$ cat src/rtl/axilite4_pkg.sv
// Shared types for the AXI Lite 4 address demux.
// This file holds the channel FSM states, the slave select encoding and the
// default decode-error response code.
package axilite4_pkg;

    // Channel FSM states. The read and write FSMs share this encoding.
    typedef enum logic [1:0] {
        IDLE = 2'd0,
        REQ  = 2'd1,
        RESP = 2'd2
    } state_t;

    // Decoded target of a transaction.
    typedef enum logic [1:0] {
        SEL_NONE = 2'd0,
        SEL_S1   = 2'd1,
        SEL_S2   = 2'd2
    } sel_t;

    // Write response message returned for an unmapped write.
    localparam logic [31:0] DECERR_DEFAULT = 32'h0000_0003;

endpackage

$ cat src/rtl/axilite4_demux_if.sv
// One AXI Lite 4 port with five channels.
// The master modport is the side that issues requests.
//
// Handshake rule for every channel: a beat transfers on a cycle where valid
// and ready are both high. The source holds valid and the payload stable
// until that beat. Ready may depend combinationally on valid.
interface axilite4_demux_if;
    logic [31:0]  readAddr_addr;
    logic         readAddr_valid;
    logic         readAddr_ready;
    logic [127:0] readData_data;
    logic         readData_valid;
    logic         readData_ready;
    logic [31:0]  writeAddr_addr;
    logic         writeAddr_valid;
    logic         writeAddr_ready;
    logic [127:0] writeData_data;
    logic [15:0]  writeData_strb;
    logic         writeData_valid;
    logic         writeData_ready;
    logic [31:0]  writeResp_msg;
    logic         writeResp_valid;
    logic         writeResp_ready;

    modport master (
        output readAddr_addr, readAddr_valid, input readAddr_ready,
        input readData_data, readData_valid, output readData_ready,
        output writeAddr_addr, writeAddr_valid, input writeAddr_ready,
        output writeData_data, writeData_strb, writeData_valid, input writeData_ready,
        input writeResp_msg, writeResp_valid, output writeResp_ready
    );

    modport slave (
        input readAddr_addr, readAddr_valid, output readAddr_ready,
        output readData_data, readData_valid, input readData_ready,
        input writeAddr_addr, writeAddr_valid, output writeAddr_ready,
        input writeData_data, writeData_strb, writeData_valid, output writeData_ready,
        output writeResp_msg, writeResp_valid, input writeResp_ready
    );
endinterface

$ cat src/rtl/axilite4_addr_decoder.sv
// Combinational address decoder for two masked regions.
// When the regions overlap, slave 1 takes priority.
module axilite4_addr_decoder
    import axilite4_pkg::*;
#(
    parameter logic [31:0] SLAVE_1_BASE = 32'h0000_0000,
    parameter logic [31:0] SLAVE_1_MASK = 32'hFFFF_0000,
    parameter logic [31:0] SLAVE_2_BASE = 32'h0001_0000,
    parameter logic [31:0] SLAVE_2_MASK = 32'hFFFF_0000
) (
    input  logic [31:0] addr,
    output sel_t        sel
);

    // Priority compare: slave 1 first, then slave 2, otherwise unmapped.
    always_comb begin
        sel = SEL_NONE;
        if ((addr & SLAVE_1_MASK) == SLAVE_1_BASE) begin
            sel = SEL_S1;
        end else if ((addr & SLAVE_2_MASK) == SLAVE_2_BASE) begin
            sel = SEL_S2;
        end
    end

endmodule

$ cat src/rtl/axilite4_demux.sv
// AXI Lite 4 one-to-two demux. Requests are routed by address range.
// The read and write channels each have their own FSM, and the two FSMs are
// independent. An unmapped address gets a local decode-error response, so
// the master never waits on a slave that does not exist.
module axilite4_demux
    import axilite4_pkg::*;
#(
    parameter logic [31:0]  SLAVE_1_BASE = 32'h0000_0000,
    parameter logic [31:0]  SLAVE_1_MASK = 32'hFFFF_0000,
    parameter logic [31:0]  SLAVE_2_BASE = 32'h0001_0000,
    parameter logic [31:0]  SLAVE_2_MASK = 32'hFFFF_0000,
    parameter logic [127:0] DECERR_DATA  = 128'h0,
    parameter logic [31:0]  DECERR_MSG   = DECERR_DEFAULT
) (
    input  logic              clk,
    input  logic              rst,
    axilite4_demux_if.slave   master,
    axilite4_demux_if.master  slave_1,
    axilite4_demux_if.master  slave_2,
    output logic [1:0]        readState,
    output logic [1:0]        writeState
);

    state_t rstate, wstate;
    sel_t   rsel, wsel;
    sel_t   rselDec, wselDec;

    assign readState  = rstate;
    assign writeState = wstate;

    axilite4_addr_decoder #(
        .SLAVE_1_BASE(SLAVE_1_BASE), .SLAVE_1_MASK(SLAVE_1_MASK),
        .SLAVE_2_BASE(SLAVE_2_BASE), .SLAVE_2_MASK(SLAVE_2_MASK)
    ) u_readDec (.addr(master.readAddr_addr), .sel(rselDec));

    axilite4_addr_decoder #(
        .SLAVE_1_BASE(SLAVE_1_BASE), .SLAVE_1_MASK(SLAVE_1_MASK),
        .SLAVE_2_BASE(SLAVE_2_BASE), .SLAVE_2_MASK(SLAVE_2_MASK)
    ) u_writeDec (.addr(master.writeAddr_addr), .sel(wselDec));

    // Read FSM: latch the target in IDLE, then step through REQ and RESP.
    always_ff @(posedge clk or posedge rst) begin
        if (rst) begin
            rstate <= IDLE;
            rsel   <= SEL_NONE;
        end else begin
            case (rstate)
                IDLE: if (master.readAddr_valid) begin
                    rsel   <= rselDec;
                    rstate <= REQ;
                end
                REQ:  if (master.readAddr_valid && master.readAddr_ready) rstate <= RESP;
                RESP: if (master.readData_valid && master.readData_ready) rstate <= IDLE;
                default: rstate <= IDLE;
            endcase
        end
    end

    // Read routing: the selected slave is passed through live, and every
    // other port is held at zero.
    always_comb begin
        master.readAddr_ready  = 1'b0;
        master.readData_data   = '0;
        master.readData_valid  = 1'b0;
        slave_1.readAddr_addr  = '0;
        slave_1.readAddr_valid = 1'b0;
        slave_1.readData_ready = 1'b0;
        slave_2.readAddr_addr  = '0;
        slave_2.readAddr_valid = 1'b0;
        slave_2.readData_ready = 1'b0;
        case (rstate)
            REQ: case (rsel)
                SEL_S1: begin
                    slave_1.readAddr_addr  = master.readAddr_addr;
                    slave_1.readAddr_valid = master.readAddr_valid;
                    master.readAddr_ready  = slave_1.readAddr_ready;
                end
                SEL_S2: begin
                    slave_2.readAddr_addr  = master.readAddr_addr;
                    slave_2.readAddr_valid = master.readAddr_valid;
                    master.readAddr_ready  = slave_2.readAddr_ready;
                end
                default: master.readAddr_ready = 1'b1;
            endcase
            RESP: case (rsel)
                SEL_S1: begin
                    master.readData_data   = slave_1.readData_data;
                    master.readData_valid  = slave_1.readData_valid;
                    slave_1.readData_ready = master.readData_ready;
                end
                SEL_S2: begin
                    master.readData_data   = slave_2.readData_data;
                    master.readData_valid  = slave_2.readData_valid;
                    slave_2.readData_ready = master.readData_ready;
                end
                default: begin
                    master.readData_data  = DECERR_DATA;
                    master.readData_valid = 1'b1;
                end
            endcase
            default: ;
        endcase
    end

    // Write FSM: leave IDLE only when both address and data are offered.
    // Address and data are then accepted together in REQ.
    always_ff @(posedge clk or posedge rst) begin
        if (rst) begin
            wstate <= IDLE;
            wsel   <= SEL_NONE;
        end else begin
            case (wstate)
                IDLE: if (master.writeAddr_valid && master.writeData_valid) begin
                    wsel   <= wselDec;
                    wstate <= REQ;
                end
                REQ: if (master.writeAddr_valid && master.writeData_valid &&
                         master.writeAddr_ready) wstate <= RESP;
                RESP: if (master.writeResp_valid && master.writeResp_ready) wstate <= IDLE;
                default: wstate <= IDLE;
            endcase
        end
    end

    // Write routing: both master readys are the AND of the slave readys,
    // which keeps the address and data handshakes joint.
    always_comb begin
        master.writeAddr_ready  = 1'b0;
        master.writeData_ready  = 1'b0;
        master.writeResp_msg    = '0;
        master.writeResp_valid  = 1'b0;
        slave_1.writeAddr_addr  = '0;
        slave_1.writeAddr_valid = 1'b0;
        slave_1.writeData_data  = '0;
        slave_1.writeData_strb  = '0;
        slave_1.writeData_valid = 1'b0;
        slave_1.writeResp_ready = 1'b0;
        slave_2.writeAddr_addr  = '0;
        slave_2.writeAddr_valid = 1'b0;
        slave_2.writeData_data  = '0;
        slave_2.writeData_strb  = '0;
        slave_2.writeData_valid = 1'b0;
        slave_2.writeResp_ready = 1'b0;
        case (wstate)
            REQ: case (wsel)
                SEL_S1: begin
                    slave_1.writeAddr_addr  = master.writeAddr_addr;
                    slave_1.writeAddr_valid = master.writeAddr_valid;
                    slave_1.writeData_data  = master.writeData_data;
                    slave_1.writeData_strb  = master.writeData_strb;
                    slave_1.writeData_valid = master.writeData_valid;
                    master.writeAddr_ready  = slave_1.writeAddr_ready & slave_1.writeData_ready;
                    master.writeData_ready  = slave_1.writeAddr_ready & slave_1.writeData_ready;
                end
                SEL_S2: begin
                    slave_2.writeAddr_addr  = master.writeAddr_addr;
                    slave_2.writeAddr_valid = master.writeAddr_valid;
                    slave_2.writeData_data  = master.writeData_data;
                    slave_2.writeData_strb  = master.writeData_strb;
                    slave_2.writeData_valid = master.writeData_valid;
                    master.writeAddr_ready  = slave_2.writeAddr_ready & slave_2.writeData_ready;
                    master.writeData_ready  = slave_2.writeAddr_ready & slave_2.writeData_ready;
                end
                default: begin
                    master.writeAddr_ready = master.writeAddr_valid & master.writeData_valid;
                    master.writeData_ready = master.writeAddr_valid & master.writeData_valid;
                end
            endcase
            RESP: case (wsel)
                SEL_S1: begin
                    master.writeResp_msg    = slave_1.writeResp_msg;
                    master.writeResp_valid  = slave_1.writeResp_valid;
                    slave_1.writeResp_ready = master.writeResp_ready;
                end
                SEL_S2: begin
                    master.writeResp_msg    = slave_2.writeResp_msg;
                    master.writeResp_valid  = slave_2.writeResp_valid;
                    slave_2.writeResp_ready = master.writeResp_ready;
                end
                default: begin
                    master.writeResp_msg   = DECERR_MSG;
                    master.writeResp_valid = 1'b1;
                end
            endcase
            default: ;
        endcase
    end

endmodule

$ cat src/flat_wrapper.sv
// flat-port wrapper written by rule: the top's interface ports become plain ports
module axilite4_demux_flat import axilite4_pkg::*;
#(
    parameter logic [31:0]  SLAVE_1_BASE = 32'h0000_0000,
    parameter logic [31:0]  SLAVE_1_MASK = 32'hFFFF_0000,
    parameter logic [31:0]  SLAVE_2_BASE = 32'h0001_0000,
    parameter logic [31:0]  SLAVE_2_MASK = 32'hFFFF_0000,
    parameter logic [127:0] DECERR_DATA  = 128'h0,
    parameter logic [31:0]  DECERR_MSG   = DECERR_DEFAULT
)
  (clk, rst, readState, writeState, master_readAddr_addr, master_readAddr_valid, master_readAddr_ready, master_readData_data, master_readData_valid, master_readData_ready, master_writeAddr_addr, master_writeAddr_valid, master_writeAddr_ready, master_writeData_data, master_writeData_strb, master_writeData_valid, master_writeData_ready, master_writeResp_msg, master_writeResp_valid, master_writeResp_ready, slave_1_readAddr_addr, slave_1_readAddr_valid, slave_1_readAddr_ready, slave_1_readData_data, slave_1_readData_valid, slave_1_readData_ready, slave_1_writeAddr_addr, slave_1_writeAddr_valid, slave_1_writeAddr_ready, slave_1_writeData_data, slave_1_writeData_strb, slave_1_writeData_valid, slave_1_writeData_ready, slave_1_writeResp_msg, slave_1_writeResp_valid, slave_1_writeResp_ready, slave_2_readAddr_addr, slave_2_readAddr_valid, slave_2_readAddr_ready, slave_2_readData_data, slave_2_readData_valid, slave_2_readData_ready, slave_2_writeAddr_addr, slave_2_writeAddr_valid, slave_2_writeAddr_ready, slave_2_writeData_data, slave_2_writeData_strb, slave_2_writeData_valid, slave_2_writeData_ready, slave_2_writeResp_msg, slave_2_writeResp_valid, slave_2_writeResp_ready);
  axilite4_demux_if master_i ();
  axilite4_demux_if slave_1_i ();
  axilite4_demux_if slave_2_i ();
  input  logic clk;
  input  logic rst;
  output logic [1:0] readState;
  output logic [1:0] writeState;
  input wire logic [$bits(master_i.readAddr_addr)-1:0] master_readAddr_addr;
  input wire logic [$bits(master_i.readAddr_valid)-1:0] master_readAddr_valid;
  output wire logic [$bits(master_i.readAddr_ready)-1:0] master_readAddr_ready;
  output wire logic [$bits(master_i.readData_data)-1:0] master_readData_data;
  output wire logic [$bits(master_i.readData_valid)-1:0] master_readData_valid;
  input wire logic [$bits(master_i.readData_ready)-1:0] master_readData_ready;
  input wire logic [$bits(master_i.writeAddr_addr)-1:0] master_writeAddr_addr;
  input wire logic [$bits(master_i.writeAddr_valid)-1:0] master_writeAddr_valid;
  output wire logic [$bits(master_i.writeAddr_ready)-1:0] master_writeAddr_ready;
  input wire logic [$bits(master_i.writeData_data)-1:0] master_writeData_data;
  input wire logic [$bits(master_i.writeData_strb)-1:0] master_writeData_strb;
  input wire logic [$bits(master_i.writeData_valid)-1:0] master_writeData_valid;
  output wire logic [$bits(master_i.writeData_ready)-1:0] master_writeData_ready;
  output wire logic [$bits(master_i.writeResp_msg)-1:0] master_writeResp_msg;
  output wire logic [$bits(master_i.writeResp_valid)-1:0] master_writeResp_valid;
  input wire logic [$bits(master_i.writeResp_ready)-1:0] master_writeResp_ready;
  output wire logic [$bits(slave_1_i.readAddr_addr)-1:0] slave_1_readAddr_addr;
  output wire logic [$bits(slave_1_i.readAddr_valid)-1:0] slave_1_readAddr_valid;
  input wire logic [$bits(slave_1_i.readAddr_ready)-1:0] slave_1_readAddr_ready;
  input wire logic [$bits(slave_1_i.readData_data)-1:0] slave_1_readData_data;
  input wire logic [$bits(slave_1_i.readData_valid)-1:0] slave_1_readData_valid;
  output wire logic [$bits(slave_1_i.readData_ready)-1:0] slave_1_readData_ready;
  output wire logic [$bits(slave_1_i.writeAddr_addr)-1:0] slave_1_writeAddr_addr;
  output wire logic [$bits(slave_1_i.writeAddr_valid)-1:0] slave_1_writeAddr_valid;
  input wire logic [$bits(slave_1_i.writeAddr_ready)-1:0] slave_1_writeAddr_ready;
  output wire logic [$bits(slave_1_i.writeData_data)-1:0] slave_1_writeData_data;
  output wire logic [$bits(slave_1_i.writeData_strb)-1:0] slave_1_writeData_strb;
  output wire logic [$bits(slave_1_i.writeData_valid)-1:0] slave_1_writeData_valid;
  input wire logic [$bits(slave_1_i.writeData_ready)-1:0] slave_1_writeData_ready;
  input wire logic [$bits(slave_1_i.writeResp_msg)-1:0] slave_1_writeResp_msg;
  input wire logic [$bits(slave_1_i.writeResp_valid)-1:0] slave_1_writeResp_valid;
  output wire logic [$bits(slave_1_i.writeResp_ready)-1:0] slave_1_writeResp_ready;
  output wire logic [$bits(slave_2_i.readAddr_addr)-1:0] slave_2_readAddr_addr;
  output wire logic [$bits(slave_2_i.readAddr_valid)-1:0] slave_2_readAddr_valid;
  input wire logic [$bits(slave_2_i.readAddr_ready)-1:0] slave_2_readAddr_ready;
  input wire logic [$bits(slave_2_i.readData_data)-1:0] slave_2_readData_data;
  input wire logic [$bits(slave_2_i.readData_valid)-1:0] slave_2_readData_valid;
  output wire logic [$bits(slave_2_i.readData_ready)-1:0] slave_2_readData_ready;
  output wire logic [$bits(slave_2_i.writeAddr_addr)-1:0] slave_2_writeAddr_addr;
  output wire logic [$bits(slave_2_i.writeAddr_valid)-1:0] slave_2_writeAddr_valid;
  input wire logic [$bits(slave_2_i.writeAddr_ready)-1:0] slave_2_writeAddr_ready;
  output wire logic [$bits(slave_2_i.writeData_data)-1:0] slave_2_writeData_data;
  output wire logic [$bits(slave_2_i.writeData_strb)-1:0] slave_2_writeData_strb;
  output wire logic [$bits(slave_2_i.writeData_valid)-1:0] slave_2_writeData_valid;
  input wire logic [$bits(slave_2_i.writeData_ready)-1:0] slave_2_writeData_ready;
  input wire logic [$bits(slave_2_i.writeResp_msg)-1:0] slave_2_writeResp_msg;
  input wire logic [$bits(slave_2_i.writeResp_valid)-1:0] slave_2_writeResp_valid;
  output wire logic [$bits(slave_2_i.writeResp_ready)-1:0] slave_2_writeResp_ready;
  assign master_i.readAddr_addr = master_readAddr_addr;
  assign master_i.readAddr_valid = master_readAddr_valid;
  assign master_readAddr_ready = master_i.readAddr_ready;
  assign master_readData_data = master_i.readData_data;
  assign master_readData_valid = master_i.readData_valid;
  assign master_i.readData_ready = master_readData_ready;
  assign master_i.writeAddr_addr = master_writeAddr_addr;
  assign master_i.writeAddr_valid = master_writeAddr_valid;
  assign master_writeAddr_ready = master_i.writeAddr_ready;
  assign master_i.writeData_data = master_writeData_data;
  assign master_i.writeData_strb = master_writeData_strb;
  assign master_i.writeData_valid = master_writeData_valid;
  assign master_writeData_ready = master_i.writeData_ready;
  assign master_writeResp_msg = master_i.writeResp_msg;
  assign master_writeResp_valid = master_i.writeResp_valid;
  assign master_i.writeResp_ready = master_writeResp_ready;
  assign slave_1_readAddr_addr = slave_1_i.readAddr_addr;
  assign slave_1_readAddr_valid = slave_1_i.readAddr_valid;
  assign slave_1_i.readAddr_ready = slave_1_readAddr_ready;
  assign slave_1_i.readData_data = slave_1_readData_data;
  assign slave_1_i.readData_valid = slave_1_readData_valid;
  assign slave_1_readData_ready = slave_1_i.readData_ready;
  assign slave_1_writeAddr_addr = slave_1_i.writeAddr_addr;
  assign slave_1_writeAddr_valid = slave_1_i.writeAddr_valid;
  assign slave_1_i.writeAddr_ready = slave_1_writeAddr_ready;
  assign slave_1_writeData_data = slave_1_i.writeData_data;
  assign slave_1_writeData_strb = slave_1_i.writeData_strb;
  assign slave_1_writeData_valid = slave_1_i.writeData_valid;
  assign slave_1_i.writeData_ready = slave_1_writeData_ready;
  assign slave_1_i.writeResp_msg = slave_1_writeResp_msg;
  assign slave_1_i.writeResp_valid = slave_1_writeResp_valid;
  assign slave_1_writeResp_ready = slave_1_i.writeResp_ready;
  assign slave_2_readAddr_addr = slave_2_i.readAddr_addr;
  assign slave_2_readAddr_valid = slave_2_i.readAddr_valid;
  assign slave_2_i.readAddr_ready = slave_2_readAddr_ready;
  assign slave_2_i.readData_data = slave_2_readData_data;
  assign slave_2_i.readData_valid = slave_2_readData_valid;
  assign slave_2_readData_ready = slave_2_i.readData_ready;
  assign slave_2_writeAddr_addr = slave_2_i.writeAddr_addr;
  assign slave_2_writeAddr_valid = slave_2_i.writeAddr_valid;
  assign slave_2_i.writeAddr_ready = slave_2_writeAddr_ready;
  assign slave_2_writeData_data = slave_2_i.writeData_data;
  assign slave_2_writeData_strb = slave_2_i.writeData_strb;
  assign slave_2_writeData_valid = slave_2_i.writeData_valid;
  assign slave_2_i.writeData_ready = slave_2_writeData_ready;
  assign slave_2_i.writeResp_msg = slave_2_writeResp_msg;
  assign slave_2_i.writeResp_valid = slave_2_writeResp_valid;
  assign slave_2_writeResp_ready = slave_2_i.writeResp_ready;
  axilite4_demux #(.SLAVE_1_BASE(SLAVE_1_BASE), .SLAVE_1_MASK(SLAVE_1_MASK), .SLAVE_2_BASE(SLAVE_2_BASE), .SLAVE_2_MASK(SLAVE_2_MASK), .DECERR_DATA(DECERR_DATA), .DECERR_MSG(DECERR_MSG)) u_core (.clk(clk), .rst(rst), .master(master_i), .slave_1(slave_1_i), .slave_2(slave_2_i), .readState(readState), .writeState(writeState));
endmodule
$ cat config.mk
export PLATFORM = sky130hd
export DESIGN_NAME = axilite4_demux_flat
export DESIGN_NICKNAME = d
export VERILOG_FILES = /design/src/rtl/axilite4_pkg.sv /design/src/rtl/axilite4_demux_if.sv /design/src/rtl/axilite4_addr_decoder.sv /design/src/rtl/axilite4_demux.sv /design/src/flat_wrapper.sv
export SDC_FILE = /design/constraint.sdc
export NUM_CORES = 1
export LEC_CHECK = 0
export ABC_AREA = 1
export CORE_AREA = 2 2 450 452
export CTS_CLUSTER_DIAMETER = 100
export DETAILED_ROUTE_END_ITERATION = 10
export DIE_AREA = 0 0 452 454
export PLACE_DENSITY = 0.3
export SETUP_SLACK_MARGIN = 0.4
export SLEW_MARGIN = 30
export SYNTH_ARGS = -nofsm -noshare
export SYNTH_HDL_FRONTEND = slang
export SYNTH_SLANG_ARGS = --single-unit
export TNS_END_PERCENT = 30
$ cat constraint.sdc
create_clock -name clk -period 1.4 [get_ports clk]
set_input_delay 0.21 -clock clk [delete_from_list [all_inputs] [get_ports clk]]
set_output_delay 0.21 -clock clk [all_outputs]
set_load 0.03 [all_outputs]
==> results.py <==
metrics = {
    "floorplanning": {
        "row_count": 165,
        "io_pins": 1140,
        "start_util": 0.02858,
        "die_h_um": 454,
        "die-width_um": 452,
        "coreArea_mm2": 0.2009,
        "die_area_mm2": 0.2052,
    },
    "sta": {
        "fin_crit_sh": 1.515,
        "fin_worst_skew_ns": 0.0002510,
        "clock.fmax_mhz": 471.6,
        "rsz0062_at_grt": "true",
        "fin_ws_ns": -0.7206,
        "fin_crit_ns": 2.121,
        "hold_viol": 0,
        "slew_headroom": 0.6375,
        "worst_pin_slew_ns": 0.5417,
        "maxSlewViolCount": 0,
        "finalSetupViolCount": 595,
    },
    "yosys": {
        "synth_seq_cells": 8,
        "syn_nets": 1891,
        "synth_top_area_cell": "nor2_1",
        "syn_inst": 1342,
        "syn_avg_cell_area_um2": 4.279,
        "ys.warnings.count": 0,
        "syn_area_mm2": 0.005742,
        "synth_area_leaders": "nor2_1 29%, nand2_1 24%, inv_1 15%, a21oi_1 14%, buf_6 5.1%",
        "post_synth_num_cell_types": 18,
        "yosysSeqAreaShare": 0.03487,
        "post-synth-top-area-fraction": 0.2935,
    },
    "job": {
        "drv_cap": 0,
    },
    "worst_setup_path": {
        "critical_path_required_ns": 1.19,
        "crit_buf_inv": 4,
        "endpoint_kind": "output pin",
        "path_class": "flop to output pin",
        "slowest_delay_ns": 0.42,
        "critPathSlowestCell": "dfrtp_1",
        "cp_common_cell": "buf_12",
        "crit_path_max_fanout": 19,
        "cp.arrival_ns": 1.91,
        "cp_cell_sequence": "ha_4 > inv_4 > nand2_8 > buf_4 > buf_12 > a21oi_4 > buf_12",
        "crit_path_start_kind": "flop",
        "critical-path-top-delay-family": "buffers and inverters",
    },
    "cts": {
        "clk_path_buf_depth": 2,
        "clock_sinks": 8,
        "hold_buffers": 0,
        "clkSlewWorstSetupHoldPaths_ns": 0.04,
        "htree_levels": 1,
        "cts_tree": "yes",
        "root_buffer": "clkbuf_16",
        "cts_buffers": 3,
        "clock_latency_ns": 0.26,
    },
    "detailed_routing": {
        "first_pass_iters": 5,
        "routedWlPerCell_um": 28.90,
        "ant_nets": 0,
        "routed_wl_um": 155300,
        "dr.first_iter.drc_count": 787,
        "viasPerCell": 2.727,
        "via_count": 14660,
        "drc": 0,
    },
    "global_route": {
        "grt_pass1_vias": 14370,
        "grt_max_degree": 34,
        "grt.total_usage": 0.1397,
        "grt_first_pass_wirelength_um": 181300,
        "grt_antenna_before_repair": 136,
        "grt-ovfl-total": 0,
    },
    "min_path": {
        "hold_path_class": "input port to async pin",
    },
    "power": {
        "p_leak_nw": 11.79,
        "irDropWorstVdd_mv": 0.3057,
        "p_per_area_mw_per_mm2": 153.6,
        "power_w": 0.004735,
    },
    "layout": {
        "utilization": 0.1534,
        "final_layout_size_suffix_gt1_frac": 0.5030,
        "syn2layout_area_growth_pct": 436.7,
        "nNetsFinal": 3234,
    },
    "status": {
        "violations": "setup timing",
        "status": "finished with violations",
    },
    "place": {
        "hpwlAfterDp_um": 135300,
        "finalWeightedCongestion": 0.9101,
        "port_buffers": 1139,
    },
}
layer usage:
metal  global-route usage  vias to the layer above  routed length, µm
met4              0.01542                       88               1943
li1                     -                     6643                  -
met2               0.2308                      778              73190
met5                    0                        -                547
met3              0.05830                      191              15500
met1               0.1731                     6960              64170
synth_stat cells:
master and number:
a21oi_1 158, buf_1 7, buf_2 42, buf_4 4, buf_6 26, clkbuf_1 21
dfrtp_1 8, ha_1 4, inv_1 230, inv_2 1, nand2_1 369, nand2_2 2
nand3_1 17, nor2_1 449, nor2_2 1, nor2_4 1, nor3_1 1, o21ai_0 1
cell type report:
cell class,instances,area [µm²]
tap,2672,3343
fill,22770,170100
timing repair buffer,1435,18950
sequential,8,205.2
clock buffer,4,78.83
multi-input combinational,1006,7318
inverter,231,874.6
antenna,20,50.05
through the flow:
step	setup slack, ns	area, µm²	hold slack (ns)	setup TNS, ns	cells
floorplan	-0.4242	7012	0.02546	-151.25	1342
global placement	-0.6286	25910	0.5186	-179.20	5253
detailed placement	-0.6257	25910	0.5068	-177.45	5253
CTS	-0.7044	28960	0.2597	-345.83	5330
global route	-0.7322	30780	0.2875	-363.95	5361
finish	-0.7206	30820	0.2498	-332.24	5376
placed cells by master, fill, tap and decap left out, drive strengths merged:
cell type / synthesis / final
o21ai: 1 / 1
nor2: 451 / 451
diode: 0 / 20
nand3: 17 / 17
inv: 231 / 231
a21oi: 158 / 158
buf: 79 / 871
nand2: 371 / 374
clkdlybuf4s50: 0 / 544
clkbuf: 21 / 20
nor3: 1 / 1
dfrtp: 8 / 8
bufbuf: 0 / 4
ha: 4 / 4
where the power goes:
group / switching (W) / internal (W)
registers: 0.0000537 / 0.000283
logic: 0.00174 / 0.00209
clock network: 0.000189 / 0.000386
cells by family after synthesis:
kind of cell,count (synthesis),synth area share
simple gates,840,0.5557
buf+inv,331,0.2621
compound gates,159,0.1386
flops,8,0.03487
fa+ha+maj,4,0.008717
worst min-delay path, cell delays in order:
cell and delay [ns]:
clkdlybuf4s50_1 0.39, inv_1 0.05, buf_4 0.21
flip-flops by register name, summed over array words and instances (netlist names):
name,flops
u_core.readState,2
u_core.rsel,2
u_core.writeState,2
u_core.wsel,2
what timing repair did:
action	4_1_cts	5_1_grt
setup endpoints to repair	603	603
gates resized for setup	407	338
buffers inserted	41	5
cloned	32	21
pin swaps	69	52
worst paths after layout:
| kind | slack, ns | cells past startpoint | endpoint | from |
|---|---|---|---|---|
| hold reg to reg | 0.63 | 3 | u_core.rsel[0] | u_core.rsel[0] |
| min in group clk | 0.63 | 3 | u_core.rsel[0] | u_core.rsel[0] |
| max in group asynchronous | 0.95 | 3 | u_core.writeState[0] | rst |
| setup / recovery | -0.72 | 7 | master_readData_data[119] | u_core.rsel[1] |
| hold / removal | 0.25 | 3 | u_core.readState[1] | rst |
| setup reg to reg | -0.20 | 10 | u_core.writeState[1] | u_core.wsel[0] |
Power figures use the tool's default switching activity.
==> edit, RTL diff (config.mk and constraints unchanged) <==
Reset style: synchronous (`rst`), changed in 2 clocked blocks.
--- a/src/rtl/axilite4_demux.sv
+++ b/src/rtl/axilite4_demux.sv
@@ -41,3 +41,3 @@
     // Read FSM: latch the target in IDLE, then step through REQ and RESP.
-    always_ff @(posedge clk or posedge rst) begin
+    always_ff @(posedge clk) begin
         if (rst) begin
@@ -106,3 +106,3 @@
     // Address and data are then accepted together in REQ.
-    always_ff @(posedge clk or posedge rst) begin
+    always_ff @(posedge clk) begin
         if (rst) begin
Check against the original RTL: not equivalent (Yosys sat finds a counterexample within 4 cycles, from zero or initial values and one cycle with rst high; the reset may be asserted at any time).
==> edit against the unedited design <==
  * The flow still finishes with violations (negative setup slack)
  * Sequential cell count unchanged
  * Cell count is 0.93% higher
  * Synthesized area shrank 3.3%
  * Via count about the same
  * Non-clock buffer count rose by 62
  * Power increased by 19%
  * Wire length up 0.28%
  * Synthesized cell count is 0.15% higher
  * Cell area grew 4.1%
  * Largest power group unchanged
  * Worst setup slack improved by 0.082 ns
==> edit: results (changes against the unedited design) <==
global_routing:
  grt_pass1_wl_mm: 185  # +2.3%
  grt.overflow.total: 0  # unchanged
  grt_max_degree: 35  # +2.9%
  antenna_found_initial: 69  # -49%
  met1_usage_pct: 18.8  # +1.5 points
  gr-usage-met3_pct: 4.29  # -1.5 points
  use_met2_pct: 23.9  # +0.81 points
  grt_pass1_vias: 14900  # +3.6%
  track_usage_pct: 14.2  # +0.25 points
outcome:
  outcome: "finished, violations left"
  violations: "negative setup slack"
pwr:
  vdd_ir_drop_max_v: 0.000322  # +5.2%
  intPower_mw: 3.07  # +12%
  leakage_nw: 12.3  # +4.1%
place:
  io_buffers: 1139  # unchanged
  gp_congestion: 1.00  # +10%
  dp_hpwl_mm: 140  # +3.7%
  placedCellCount: 5319  # +1.3%
clock_tree:
  clockBufferDepth: 2  # unchanged
  clk_latency_ns: 0.24  # -0.02 ns
  clk_pin_slew_ns: 0.04  # about the same
  htree_levels: 1  # unchanged
route:
  firstDrtPassIters: 5  # unchanged
  wl_mm: 156  # +0.28%
  drt_iter0_markers: 838  # +6.5%
  via_per_inst: 2.70  # -0.84%
logic_synthesis:
  synth_warnings: 0  # unchanged
  synth_common_cells: "nor2_1 (452), nand2_1 (364), inv_1 (231), a21oi_1 (166), buf_2 (81)"
  ys.flop_type: "dfxtp_1"
  syn_avg_cell_area_um2: 4.13  # -3.5%
  synth_edf_count: 0  # unchanged
  syn-num-nets: 1893  # +0.11%
  synth-async-reset-ratio_pct: 0  # -100 points
  synth_cell_types: 15  # -3
  synth_area_leaders: "nor2_1 (31%), nand2_1 (25%), inv_1 (16%)"
  ys_seq_area_share_pct: 2.88  # -0.60 points
cells_and_area:
  drive_above_1_share_pct: 52.5  # +2.2 points
  final_cells: 5426  # +0.93%
  nets: 3296  # +1.9%
critical_path:
  worstPathArrival_ns: 1.83  # -0.08 ns
  critical_path_peak_fanout: 13  # -6
  crit_slowest_cell: "dfxtp_4"
  slowest_delay_ns: 0.35  # -0.07 ns
sta:
  clock_skew_ns: 0.000125  # -0.000126 ns
  tightest_slew_ns: 0.698  # +0.156 ns
  setup_viol: 596  # +0.17%
  setup_ws_ns: -0.639  # +0.0816 ns
min_path:
  hp-class: "reg -> reg"
==> edit: cell types whose count changed in the layout (fill, tap and decap cells not counted), sizes merged, moves of 3 or more <==
cell    change
buf        +66
diode      -12
a21oi       +8
dfrtp       -8
dfxtp       +8
nand2       -7
nand3       -5
bufbuf      -3
==> edit: what timing repair did <==
item | CTS | global route
endpoints found under the setup margin | 603 | 603
setup buffers | 39 | 21
cloned | 18 | 17
pin swaps | 33 | 60
gates resized for setup | 478 | 260
==> edit: area by class of cell <==
cell class / count / area, um^2
diodes: 8 / 20.0
clock buffers: 4 / 78.8
fillers: 22700 / 169000
inverters: 232 / 881
multi-input cells: 1005 / 7540
flip-flops and latches: 8 / 183
well taps: 2672 / 3340
repair buffers: 1497 / 20000
==> edit: worst max-delay path, delay by kind of cell (launching register included) <==
family,cells,cell delay [ns]
and+or+nand+nor,1,0.07
adders and majority gates,1,0.19
AOI/OAI and AO/OA,1,0.29
buffers and inverters,4,0.59
DFF,1,0.35
==> edit: through the flow <==
step	worst slack (ns)	hold slack, ns	setup TNS, ns	total power [mW]	instance area [um^2]
global route	-0.718	0.547	-347.16	5.85	32100
detailed placement	-0.688	0.539	-212.61	4.36	27800
floorplan	-0.295	0.269	-90.48	1.15	7560
finish	-0.639	0.522	-309.07	5.61	32100
global placement	-0.653	0.542	-213.56	4.39	27800
CTS	-0.682	0.507	-318.02	5.37	30500
==> edit: layer usage <==
metal,vias up,routed length [um]
li1,6755,-
met1,7107,68900
met2,660,73900
met3,100,12100
met4,50,475
met5,-,359
==> edit: worst paths after layout <==
path | end | depth (start not counted) | start | slack (ns)
min reg2reg | u_core.rsel[1] | 2 | u_core.rsel[1] | 0.52
min | u_core.rsel[1] | 2 | u_core.rsel[1] | 0.52
max reg2reg | u_core.readState[1] | 10 | u_core.rsel[0] | -0.27
max | master_readData_data[59] | 7 | u_core.rsel[0] | -0.64
==> edit: power groups by stage <==
stage | Sequential [mW] | Combinational, mW | Clock [mW]
detailed placement | 0.254 | 4.11 | 0
floorplan | 0.270 | 0.880 | 0
global route | 0.250 | 5.03 | 0.573
finish | 0.249 | 4.83 | 0.538
CTS | 0.250 | 4.56 | 0.554
global placement | 0.255 | 4.13 | 0
==> edit: logic make-up after synthesis <==
group / synth area share (%)
compound gates: 15.3
fa+ha+maj: 0.902
buf+inv: 24.3
flops: 2.88
simple gates: 56.6
